## src/rtl/bullet_round_seq_if.sv

```systemverilog
// Bus between the game FSM / shell loader and the bullet round sequencer.
// master = game side (drives start/next/rand), slave = sequencer.
interface bullet_round_seq_if #(
  parameter int ROUNDS = 4,
  parameter int LEVELS = 3,
  parameter int CNT_W  = 4,
  parameter int PLAY_W = 8
);
  localparam int LVL_W  = (LEVELS > 1) ? $clog2(LEVELS) : 1;
  localparam int RAND_W = ROUNDS * LVL_W;
  localparam int RND_W  = $clog2(ROUNDS);

  logic              i_start;
  logic              i_next;
  logic [RAND_W-1:0] i_rand;
  logic              o_valid;
  logic [RND_W-1:0]  o_round;
  logic [CNT_W-1:0]  o_count;
  logic              o_wrap;
  logic [PLAY_W-1:0] o_played;

  modport master (output i_start, i_next, i_rand,
                  input  o_valid, o_round, o_count, o_wrap, o_played);
  modport slave  (input  i_start, i_next, i_rand,
                  output o_valid, o_round, o_count, o_wrap, o_played);
endinterface

```

## src/rtl/bullet_round_seq.sv

```systemverilog
// Round sequencer: latches a per-round bullet-count table on start, steps rounds 0..ROUNDS-1 then loops 1..ROUNDS-1.
// Optional BULLET_RESHUFFLE_EN: reload the whole table from i_rand on every wrap.
module bullet_round_seq #(
  parameter int ROUNDS = 4,
  parameter int LEVELS = 3,
  parameter int BASE   = 4,
  parameter int STEP   = 2,
  parameter int CNT_W  = 4,
  parameter int PLAY_W = 8
) (
  input  logic i_clk,
  input  logic i_rst_n,
  bullet_round_seq_if.slave bus
);
  localparam int LVL_W  = (LEVELS > 1) ? $clog2(LEVELS) : 1;
  localparam int RND_W  = $clog2(ROUNDS);
  localparam int WIDE_W = CNT_W + LVL_W;

  if (ROUNDS < 2 || LEVELS < 1 || (BASE + STEP * (LEVELS - 1)) >= (2 ** CNT_W)) begin : g_bad_cfg
    $error("bullet_round_seq: illegal ROUNDS/LEVELS or top count does not fit CNT_W");
  end

  typedef enum logic {IDLE, ACTIVE} state_t;

  state_t                         state_q, state_d;
  logic [ROUNDS-1:0][CNT_W-1:0]   tbl_q, tbl_d, load_tbl;
  logic [RND_W-1:0]               round_q, round_d;
  logic [CNT_W-1:0]               count_q, count_d;
  logic                           wrap_q, wrap_d;
  logic [PLAY_W-1:0]              played_q, played_d;
  logic                           is_last;
  logic                           load;

  // Candidate table from i_rand; round r may only reach levels 0..min(r,LEVELS-1).
  for (genvar r = 0; r < ROUNDS; r++) begin : g_entry
    localparam int CAP = (r < LEVELS - 1) ? r : LEVELS - 1;
    logic [LVL_W-1:0]  fld, lvl;
    logic [WIDE_W-1:0] wide;
    assign fld         = bus.i_rand[r*LVL_W +: LVL_W];
    assign lvl         = (fld > LVL_W'(CAP)) ? LVL_W'(CAP) : fld;
    assign wide        = WIDE_W'(BASE) + WIDE_W'(STEP) * WIDE_W'(lvl);
    assign load_tbl[r] = wide[CNT_W-1:0];
  end

  assign is_last = (round_q == RND_W'(ROUNDS - 1));

  always_comb begin
    state_d  = state_q;
    round_d  = round_q;
    played_d = played_q;
    wrap_d   = 1'b0;
    load     = 1'b0;
    if (bus.i_start) begin
      load     = 1'b1;
      state_d  = ACTIVE;
      round_d  = '0;
      played_d = '0;
    end else if (bus.i_next && state_q == ACTIVE) begin
      round_d = is_last ? RND_W'(1) : round_q + RND_W'(1);
      wrap_d  = is_last;
      if (played_q != '1) played_d = played_q + PLAY_W'(1);
`ifdef BULLET_RESHUFFLE_EN
      load = is_last;
`endif
    end
    tbl_d   = load ? load_tbl : tbl_q;
    // Count follows the table that will be current after this edge.
    count_d = tbl_d[round_d];
  end

  always_ff @(posedge i_clk) begin
    if (!i_rst_n) begin
      state_q  <= IDLE;
      tbl_q    <= {ROUNDS{CNT_W'(BASE)}};
      round_q  <= '0;
      count_q  <= CNT_W'(BASE);
      wrap_q   <= 1'b0;
      played_q <= '0;
    end else begin
      state_q  <= state_d;
      tbl_q    <= tbl_d;
      round_q  <= round_d;
      count_q  <= count_d;
      wrap_q   <= wrap_d;
      played_q <= played_d;
    end
  end

  assign bus.o_valid  = (state_q == ACTIVE);
  assign bus.o_round  = round_q;
  assign bus.o_count  = count_q;
  assign bus.o_wrap   = wrap_q;
  assign bus.o_played = played_q;
endmodule

```

## src/flat_wrapper.sv

```systemverilog
// flat-port wrapper written by rule: the top's interface ports become plain ports
module bullet_round_seq_flat 
#(
  parameter int ROUNDS = 4,
  parameter int LEVELS = 3,
  parameter int BASE   = 4,
  parameter int STEP   = 2,
  parameter int CNT_W  = 4,
  parameter int PLAY_W = 8
)
  (i_clk, i_rst_n, bus_i_start, bus_i_next, bus_i_rand, bus_o_valid, bus_o_round, bus_o_count, bus_o_wrap, bus_o_played);
  bullet_round_seq_if #(.ROUNDS(ROUNDS), .LEVELS(LEVELS), .CNT_W(CNT_W), .PLAY_W(PLAY_W)) bus_i ();
  input  logic i_clk;
  input  logic i_rst_n;
  input wire logic [$bits(bus_i.i_start)-1:0] bus_i_start;
  input wire logic [$bits(bus_i.i_next)-1:0] bus_i_next;
  input wire logic [$bits(bus_i.i_rand)-1:0] bus_i_rand;
  output wire logic [$bits(bus_i.o_valid)-1:0] bus_o_valid;
  output wire logic [$bits(bus_i.o_round)-1:0] bus_o_round;
  output wire logic [$bits(bus_i.o_count)-1:0] bus_o_count;
  output wire logic [$bits(bus_i.o_wrap)-1:0] bus_o_wrap;
  output wire logic [$bits(bus_i.o_played)-1:0] bus_o_played;
  assign bus_i.i_start = bus_i_start;
  assign bus_i.i_next = bus_i_next;
  assign bus_i.i_rand = bus_i_rand;
  assign bus_o_valid = bus_i.o_valid;
  assign bus_o_round = bus_i.o_round;
  assign bus_o_count = bus_i.o_count;
  assign bus_o_wrap = bus_i.o_wrap;
  assign bus_o_played = bus_i.o_played;
  bullet_round_seq #(.ROUNDS(ROUNDS), .LEVELS(LEVELS), .BASE(BASE), .STEP(STEP), .CNT_W(CNT_W), .PLAY_W(PLAY_W)) u_core (.i_clk(i_clk), .i_rst_n(i_rst_n), .bus(bus_i));
endmodule
```

## config.mk

```make
export PLATFORM = sky130hd
export DESIGN_NAME = bullet_round_seq_flat
export DESIGN_NICKNAME = d
export VERILOG_FILES = /design/src/rtl/bullet_round_seq_if.sv /design/src/rtl/bullet_round_seq.sv /design/src/flat_wrapper.sv
export SDC_FILE = /design/constraint.sdc
export NUM_CORES = 1
export LEC_CHECK = 0
export ABC_AREA = 0
export CORE_MARGIN = 10
export CORE_UTILIZATION = 60
export DETAILED_ROUTE_END_ITERATION = 6
export DONT_BUFFER_PORTS = 1
export PLACE_DENSITY = 0.86
export SETUP_SLACK_MARGIN = 0.15
export SLEW_MARGIN = 20
export SYNTH_ARGS = -nofsm -noshare
export SYNTH_HDL_FRONTEND = slang
export SYNTH_SLANG_ARGS = --single-unit
export TNS_END_PERCENT = 100
```

## constraint.sdc

```tcl
create_clock -name i_clk -period 3.9 [get_ports i_clk]
set_clock_uncertainty 0.2 [all_clocks]
set_input_delay 0.585 -clock i_clk [delete_from_list [all_inputs] [get_ports i_clk]]
set_output_delay 0.585 -clock i_clk [all_outputs]
set_load 0.005 [all_outputs]
```

==> implementation parameters, run 1 <==
Parameter                              Value

Outcome
  Status    complete, no violations

Finish
  Share of cells above drive strength 1    0.0735
  Diodes inserted    0
  Layout-stage area growth over the synthesis result    4.23%
  Final core utilization    0.680
  Number of nets at the end of the flow    150

Global route
  GRT Total Usage    0.126
  Leftover overflow at the end of global routing    0
  Global-route wire length before repair    4360 microns
  Largest net degree at the start of global routing    22
  Antenna violations before repair    0
  Via count of the first global-routing pass    924

Yosys
  Syn nets    148
  Mean post-synth cell area    10.0 sq um
  Number of warnings issued by yosys    0
  Flops & latches, synth    32
  Summed instance area of the synthesized netlist    1330 sq um
  Share of flip-flops with an asynchronous set or reset    0
  Primary FF master, synth    sky130_fd_sc_hd__dfxtp_1
  Sequential element share of the synthesized area    0.481
  Count of flip-flops with a built-in enable after synthesis    0
  Post-Synthesis Cells    133
  Synth unique cells    34

Placement
  Placed wire-length estimate    1880 microns
  # port buffers    0
  Placer congestion estimate    0.779
  Pre-CTS WS    1.95 ns

Timing
  Number of endpoints with negative hold slack in the final report    0
  Pin slew with the least headroom to its limit    0.539 ns
  Unrepaired setup endpoints after global routing    false
  Time the worst path needs with I/O delays and setup    1.93 ns
  Count of pins over their slew limit    0
  Max-Slew Margin vs Limit    0.638
  Max Freq    0.518 GHz
  Final worst slack    1.97 ns
  Final clock period utilization by the worst path    0.495
  Final setup violation count    0
  Setup Total Neg Slack    0 ns

Pwr
  Total power per unit cell area    400 nW/um^2
  Switch share    0.220
  Clock power frac    0.347
  Seq pwr share    0.605
  VDD IR max    0.000226 V
  Total leakage power    0.000495 uW
  Sw Pwr    122 uW
  Comb pwr share    0.048
  Internal power    433 uW

CTS
  CTS root buffer    sky130_fd_sc_hd__clkbuf_4
  Number of hold buffers added after cts    0
  Total clock sinks    32
  Clock slew at reported path FFs    0.09 ns
  Cts bufs inserted    5
  Number of H-tree levels    2
  Setup Buffers After CTS    0
  Number of gates resized after CTS    0
  Maximum count of clock buffers along a single path    2
  Worst-skew pair later-pin latency    0.32 ns
  CTS tree    done

Die
  Die Span X    67.1 microns
  Count of pins on the block boundary    28
  Die Area    4500 sq um
  Number of standard-cell rows in the floorplan    16
  Chip height    67.1 microns
  Effective utilization at floorplan    0.652
  Core region area    2040 sq um

Worst setup path
  Data required time at the worst endpoint    3.89 ns
  Critical path startpoint category    flop
  Cells on worst reg2reg path    6
  Critical path class    reg2reg
  Setup crit start    u_core.bus.o_round[1]
  Largest driver fanout on the critical path    6
  R2r setup slk    1.97 ns
  Worst reg2reg startpoint    u_core.bus.o_round[1]
  Crit Reg-Reg Endpoint    u_core.bus.o_count[3]
  Crit path capture type    flop
  Critical path capture point    u_core.bus.o_count[3]
  Data arrival, critical path    1.92 ns

Routing
  Per-cell via count in the routed design    5.73
  Final routed DRC violation total    0
  Drt wl/cell    16.0 microns
  Number of detailed-routing iterations run before antenna repair    4
  Final wirelength    2610 microns
  Routed via count    934
  Starting DRT DRC Count    86
  Post-detailed-route count of antenna-violating nets    0

Min path
  Hold Startpoint    i_rst_n
  Worst hold path type    in2reg

Job
  Number of max-capacitance violations reported    0
## metal layers
layer  part of all wire  vias up  global-route usage
met2               0.45       29               0.192
met4              0.031        0              0.0769
met3              0.089       10              0.0602
met1               0.43      421               0.140
li1                   -      474                   -
met5                  0        -                   0
## cells by family (layout without fill, tap and decap cells)
| kind of cell | count (synthesis) | in the layout | synth area share |
|---|---|---|---|
| simple gates | 49 | 49 | 0.209 |
| mux | 8 | 8 | 0.0602 |
| fa+ha+maj | 3 | 3 | 0.0282 |
| buf+inv | 9 | 12 | 0.0385 |
| flops | 32 | 32 | 0.481 |
| compound gates | 29 | 29 | 0.164 |
| xor+xnor | 3 | 3 | 0.0197 |
## sequential cells by signal, summed over array words and instances, names as in the netlist
signal,flops
u_core.bus.o_count,4
u_core.bus.o_played,8
u_core.bus.o_round,2
u_core.bus.o_valid,1
u_core.bus.o_wrap,1
u_core.tbl_q,16
## area by class of cell
| type | instances | area (sq um) |
|---|---|---|
| tap | 27 | 33.8 |
| fill | 165 | 654 |
| sequential | 32 | 641 |
| multi-input combinational | 92 | 639 |
| inverter | 4 | 15.0 |
| clock buffer | 8 | 58.8 |
## cell usage in the layout (no fill, tap or decap), types with 2 or more instances in the layout
| cell type | synthesis | final |
|---|---|---|
| sky130_fd_sc_hd__nand4_1 | 2 | 2 |
| sky130_fd_sc_hd__clkbuf_4 | 0 | 5 |
| sky130_fd_sc_hd__nand3b_1 | 2 | 2 |
| sky130_fd_sc_hd__o32ai_1 | 4 | 4 |
| sky130_fd_sc_hd__or4_1 | 2 | 2 |
| sky130_fd_sc_hd__nor2b_1 | 4 | 4 |
| sky130_fd_sc_hd__nand2_1 | 6 | 6 |
| sky130_fd_sc_hd__nand2b_1 | 4 | 4 |
| sky130_fd_sc_hd__ha_1 | 3 | 3 |
| sky130_fd_sc_hd__a21oi_1 | 8 | 8 |
| sky130_fd_sc_hd__mux2i_1 | 8 | 8 |
| sky130_fd_sc_hd__or3_1 | 2 | 2 |
| sky130_fd_sc_hd__o21a_1 | 4 | 4 |
| sky130_fd_sc_hd__and3_1 | 2 | 2 |
| sky130_fd_sc_hd__clkbuf_1 | 3 | 2 |
| sky130_fd_sc_hd__inv_1 | 3 | 3 |
| sky130_fd_sc_hd__xor2_1 | 2 | 2 |
| sky130_fd_sc_hd__o21ai_0 | 5 | 5 |
| sky130_fd_sc_hd__o31ai_1 | 2 | 2 |
| sky130_fd_sc_hd__nand3_1 | 4 | 4 |
| sky130_fd_sc_hd__nor2_1 | 8 | 8 |
| sky130_fd_sc_hd__a21boi_1 | 2 | 2 |
| sky130_fd_sc_hd__and2_1 | 10 | 10 |
| sky130_fd_sc_hd__dfxtp_1 | 32 | 32 |
## metrics by stage
step,hold slack [ns],power [uW],instances,instance area [sq um]
after global routing,0.117,579,163,1390
after CTS,0.111,559,163,1390
after floorplan,0.212,371,133,1330
after detailed placement,0.234,370,155,1330
final,0.118,555,163,1390
after global placement,0.226,369,155,1330
## worst min path at each step
stage | endpoint | slack (ns) | depth (start not counted)
after floorplan | u_core.tbl_q[6] | 0.21 | 1
after detailed placement | u_core.tbl_q[2] | 0.23 | 2
final | u_core.tbl_q[2] | 0.12 | 1
after global placement | u_core.tbl_q[6] | 0.23 | 1
after CTS | u_core.tbl_q[2] | 0.11 | 1
after global routing | u_core.tbl_q[2] | 0.12 | 1
## critical path, cell delays in order (launching register included)
cell	delay, ns
sky130_fd_sc_hd__dfxtp_1	0.40
sky130_fd_sc_hd__clkinv_1	0.14
sky130_fd_sc_hd__ha_1	0.32
sky130_fd_sc_hd__nand4bb_1	0.22
sky130_fd_sc_hd__o31ai_2	0.17
sky130_fd_sc_hd__mux2i_1	0.25
sky130_fd_sc_hd__o32ai_1	0.11
## power by group through the flow
stage	registers [uW]	clock network, uW	logic, uW
2_1_floorplan	342	0	28.6
6_report	336	193	26.6
3_5_place_dp	343	0	26.5
4_1_cts	336	197	26.5
3_3_place_gp	343	0	25.6
5_1_grt	337	213	29.3
## synthesized netlist by cell type (all sizes together), types with 3 or more instances
master / count / area share
a21oi: 8 / 0.030
inv: 3 / 0.0085
clkbuf: 3 / 0.0085
nand2: 6 / 0.017
o21ai: 6 / 0.031
ha: 3 / 0.028
nor2b: 4 / 0.019
dfxtp: 32 / 0.48
nand3: 4 / 0.015
and2: 11 / 0.054
mux2i: 8 / 0.060
nand2b: 4 / 0.019
o21a: 4 / 0.023
o31ai: 3 / 0.021
o32ai: 4 / 0.026
nor2: 8 / 0.023
Power figures use the tool's default switching activity.
==> inputs of run 2 (changes only) <==
--- a/config.mk
+++ b/config.mk
@@ -7,10 +7,10 @@
 export LEC_CHECK = 0
 export ABC_AREA = 0
 export CORE_MARGIN = 10
-export CORE_UTILIZATION = 60
+export CORE_UTILIZATION = 54
 export DETAILED_ROUTE_END_ITERATION = 6
 export DONT_BUFFER_PORTS = 1
-export PLACE_DENSITY = 0.86
+export PLACE_DENSITY = 0.82
 export SETUP_SLACK_MARGIN = 0.15
 export SLEW_MARGIN = 20
 export SYNTH_ARGS = -nofsm -noshare
==> constraint.sdc (replaced) <==
create_clock -name i_clk -period 1.55 [get_ports i_clk]
set_clock_uncertainty 0.2 [all_clocks]
set_input_delay 0.2325 -clock i_clk [delete_from_list [all_inputs] [get_ports i_clk]]
set_output_delay 0.2325 -clock i_clk [all_outputs]
set_load 0.005 [all_outputs]
==> run 2 against run 1 <==
The run now ends with negative hold slack, negative setup slack left. Sequential share of layout area shrank 11 points. Register-to-register slack lost 2.2 ns. Worst setup slack lost 2.2 ns. Largest cell class is now multi-input combinational cells.
==> implementation parameters, run 2 (synthesis results as in run 1) <==
Parameter                              Value

Placement
  Pre-CTS WS    -0.120 ns
  # port buffers    0
  Placer congestion estimate    0.740
  Instance count after placement with tap cells included    171
  Placed wire-length estimate    2070 microns

Die
  Effective utilization at floorplan    0.585
  Die Area    4850 sq um
  Die Span X    69.7 microns
  Count of pins on the block boundary    28
  Number of standard-cell rows in the floorplan    17
  Core region area    2280 sq um
  Chip height    69.7 microns

Worst setup path
  Largest driver fanout on the critical path    8
  Most common cell type on the critical path    sky130_fd_sc_hd__mux2i_1
  Cell type of the slowest stage on the worst timing path    sky130_fd_sc_hd__dfxtp_4
  R2r setup slk    -0.20 ns
  Critical path startpoint category    flop
  Crit Reg-Reg Endpoint    u_core.bus.o_count[3]
  Cells on worst reg2reg path    5
  Critical path class    reg2reg
  Crit path capture type    flop
  Data required time at the worst endpoint    1.57 ns
  Worst path max stage delay    0.37 ns
  Sequence of cells on the critical path    and2_4 > buf_4 > mux2i_1 > mux2i_1 > o32ai_1
  Worst reg2reg startpoint    u_core.bus.o_valid
  Data arrival, critical path    1.77 ns
  Setup crit start    u_core.bus.o_valid

Timing
  Setup Total Neg Slack    -0.468 ns
  Final setup violation count    6
  Max-Slew Margin vs Limit    0.637
  Smallest hold slack    -0.220 ns
  Time the worst path needs with I/O delays and setup    1.75 ns
  Final clock period utilization by the worst path    1.13
  Max Freq    0.571 GHz
  Unrepaired setup endpoints after global routing    true
  Pin slew with the least headroom to its limit    0.545 ns
  Final worst slack    -0.202 ns
  Count of pins over their slew limit    0
  Number of endpoints with negative hold slack in the final report    10

Routing
  Drt wl/cell    20.6 microns
  Post-detailed-route count of antenna-violating nets    0
  Final routed DRC violation total    0
  Final wirelength    4070 microns
  Routed via count    1203
  Per-cell via count in the routed design    6.08
  Starting DRT DRC Count    145
  Number of detailed-routing iterations run before antenna repair    4

Finish
  Number of nets at the end of the flow    184
  Total of fill cells in the finished design    110
  Final non-filler cell total    198
  Diodes inserted    0
  Highest-count cells in the layout ignoring fill and taps    20 x sky130_fd_sc_hd__buf_4, 20 x sky130_fd_sc_hd__dfxtp_1, 9 x sky130_fd_sc_hd__and2_1
  Largest register FFs    16
  Largest register by flop count    u_core.tbl_q
  Layout-stage area growth over the synthesis result    41.4%
  Share of cells above drive strength 1    0.459

CTS
  Maximum count of clock buffers along a single path    2
  CTS root buffer    sky130_fd_sc_hd__clkbuf_4
  Number of hold buffers added after cts    7
  Number of H-tree levels    2
  Clock slew at reported path FFs    0.10 ns
  CTS tree    done
  Cts bufs inserted    5
  Worst-skew pair later-pin latency    0.34 ns
  Total clock sinks    32

Pwr
  VDD IR max    0.00101 V
  Total leakage power    0.000705 uW
  Total power per unit cell area    791 nW/um^2
  Total power consumption of the routed design    1490 uW

Outcome
  Status    complete, but fails checks
  Failing checks    negative hold slack, negative setup slack

Global route
  Global-route wire length before repair    5930 microns
  GRT Total Usage    0.147
  Via count of the first global-routing pass    1209
  Leftover overflow at the end of global routing    0
  Antenna violations before repair    0
  Largest net degree at the start of global routing    22

Min path
  Worst hold path type    in2reg
  Cell count of the worst hold path    1
  Hold Startpoint    bus_i_start
  Hold Path Sink    u_core.tbl_q[5]

Job
  Number of max-capacitance violations reported    0
-- run 2: cell types whose count changed in the layout (fill, tap and decap cells not counted), sizes merged --
cell          change
dlygate4sd3       +5
o21ai             +1
clkbuf            -2
dlymetal6s4s      +1
clkinvlp          +2
buf              +27
-- run 2: worst max-delay path, delay by kind of cell, from the launching register on --
kind,cells,cell delay [ns]
AO/OA/AOI/OAI,1,0.13
buffers and inverters,1,0.14
multiplexers,2,0.56
flip-flops,1,0.37
AND/OR/NAND/NOR,1,0.23
-- run 2: metal layers --
metal | up-vias | track usage | share of wire
met4 | 0 | 0.0674 | 0.031
li1 | 543 | - | -
met5 | - | 0 | 0
met2 | 77 | 0.224 | 0.48
met3 | 18 | 0.0728 | 0.099
met1 | 565 | 0.168 | 0.39
-- run 2: how the worst max path moves through the flow --
| stage | endpoint | slack [ns] | cells after the start |
|---|---|---|---|
| 6_report | u_core.bus.o_count[3] | -0.20 | 5 |
| 3_5_place_dp | u_core.bus.o_count[3] | -0.12 | 6 |
| 5_1_grt | u_core.bus.o_count[3] | -0.23 | 5 |
| 4_1_cts | u_core.bus.o_count[3] | -0.08 | 6 |
| 2_1_floorplan | u_core.bus.o_count[1] | 0.01 | 5 |
| 3_3_place_gp | u_core.bus.o_count[1] | -0.001 | 5 |
-- run 2: where the power goes --
| part | switching (uW) | internal (uW) |
|---|---|---|
| sequential | 9.58 | 829 |
| clock | 307 | 220 |
| combinational | 62.0 | 61.1 |
-- run 2: cell type report --
type / instances / area (sq um) / area share
tap: 28 / 35.0 / 0.0186
inverter: 4 / 20.0 / 0.0106
clock buffer: 6 / 51.3 / 0.0273
timing repair buffer: 33 / 292 / 0.155
sequential: 32 / 668 / 0.355
clock inverter: 2 / 15.0 / 0.00798
multi-input combinational: 93 / 801 / 0.426
-- run 2: timing repair --
action,in CTS,in global routing
buffers inserted,11,1
hold endpoints to repair,16,10
cloned,1,0
gates resized for setup,20,24
pin swaps,13,18
endpoints found under the setup margin,12,16
-- run 2: stage by stage --
step,area (sq um),utilization,hold slack (ns)
after floorplan,1390,-,0.139
after global placement,1510,0.661,0.0980
after detailed placement,1510,0.661,0.110
after CTS,1800,0.793,-0.236
after global routing,1880,0.827,-0.246
final,1880,0.827,-0.220
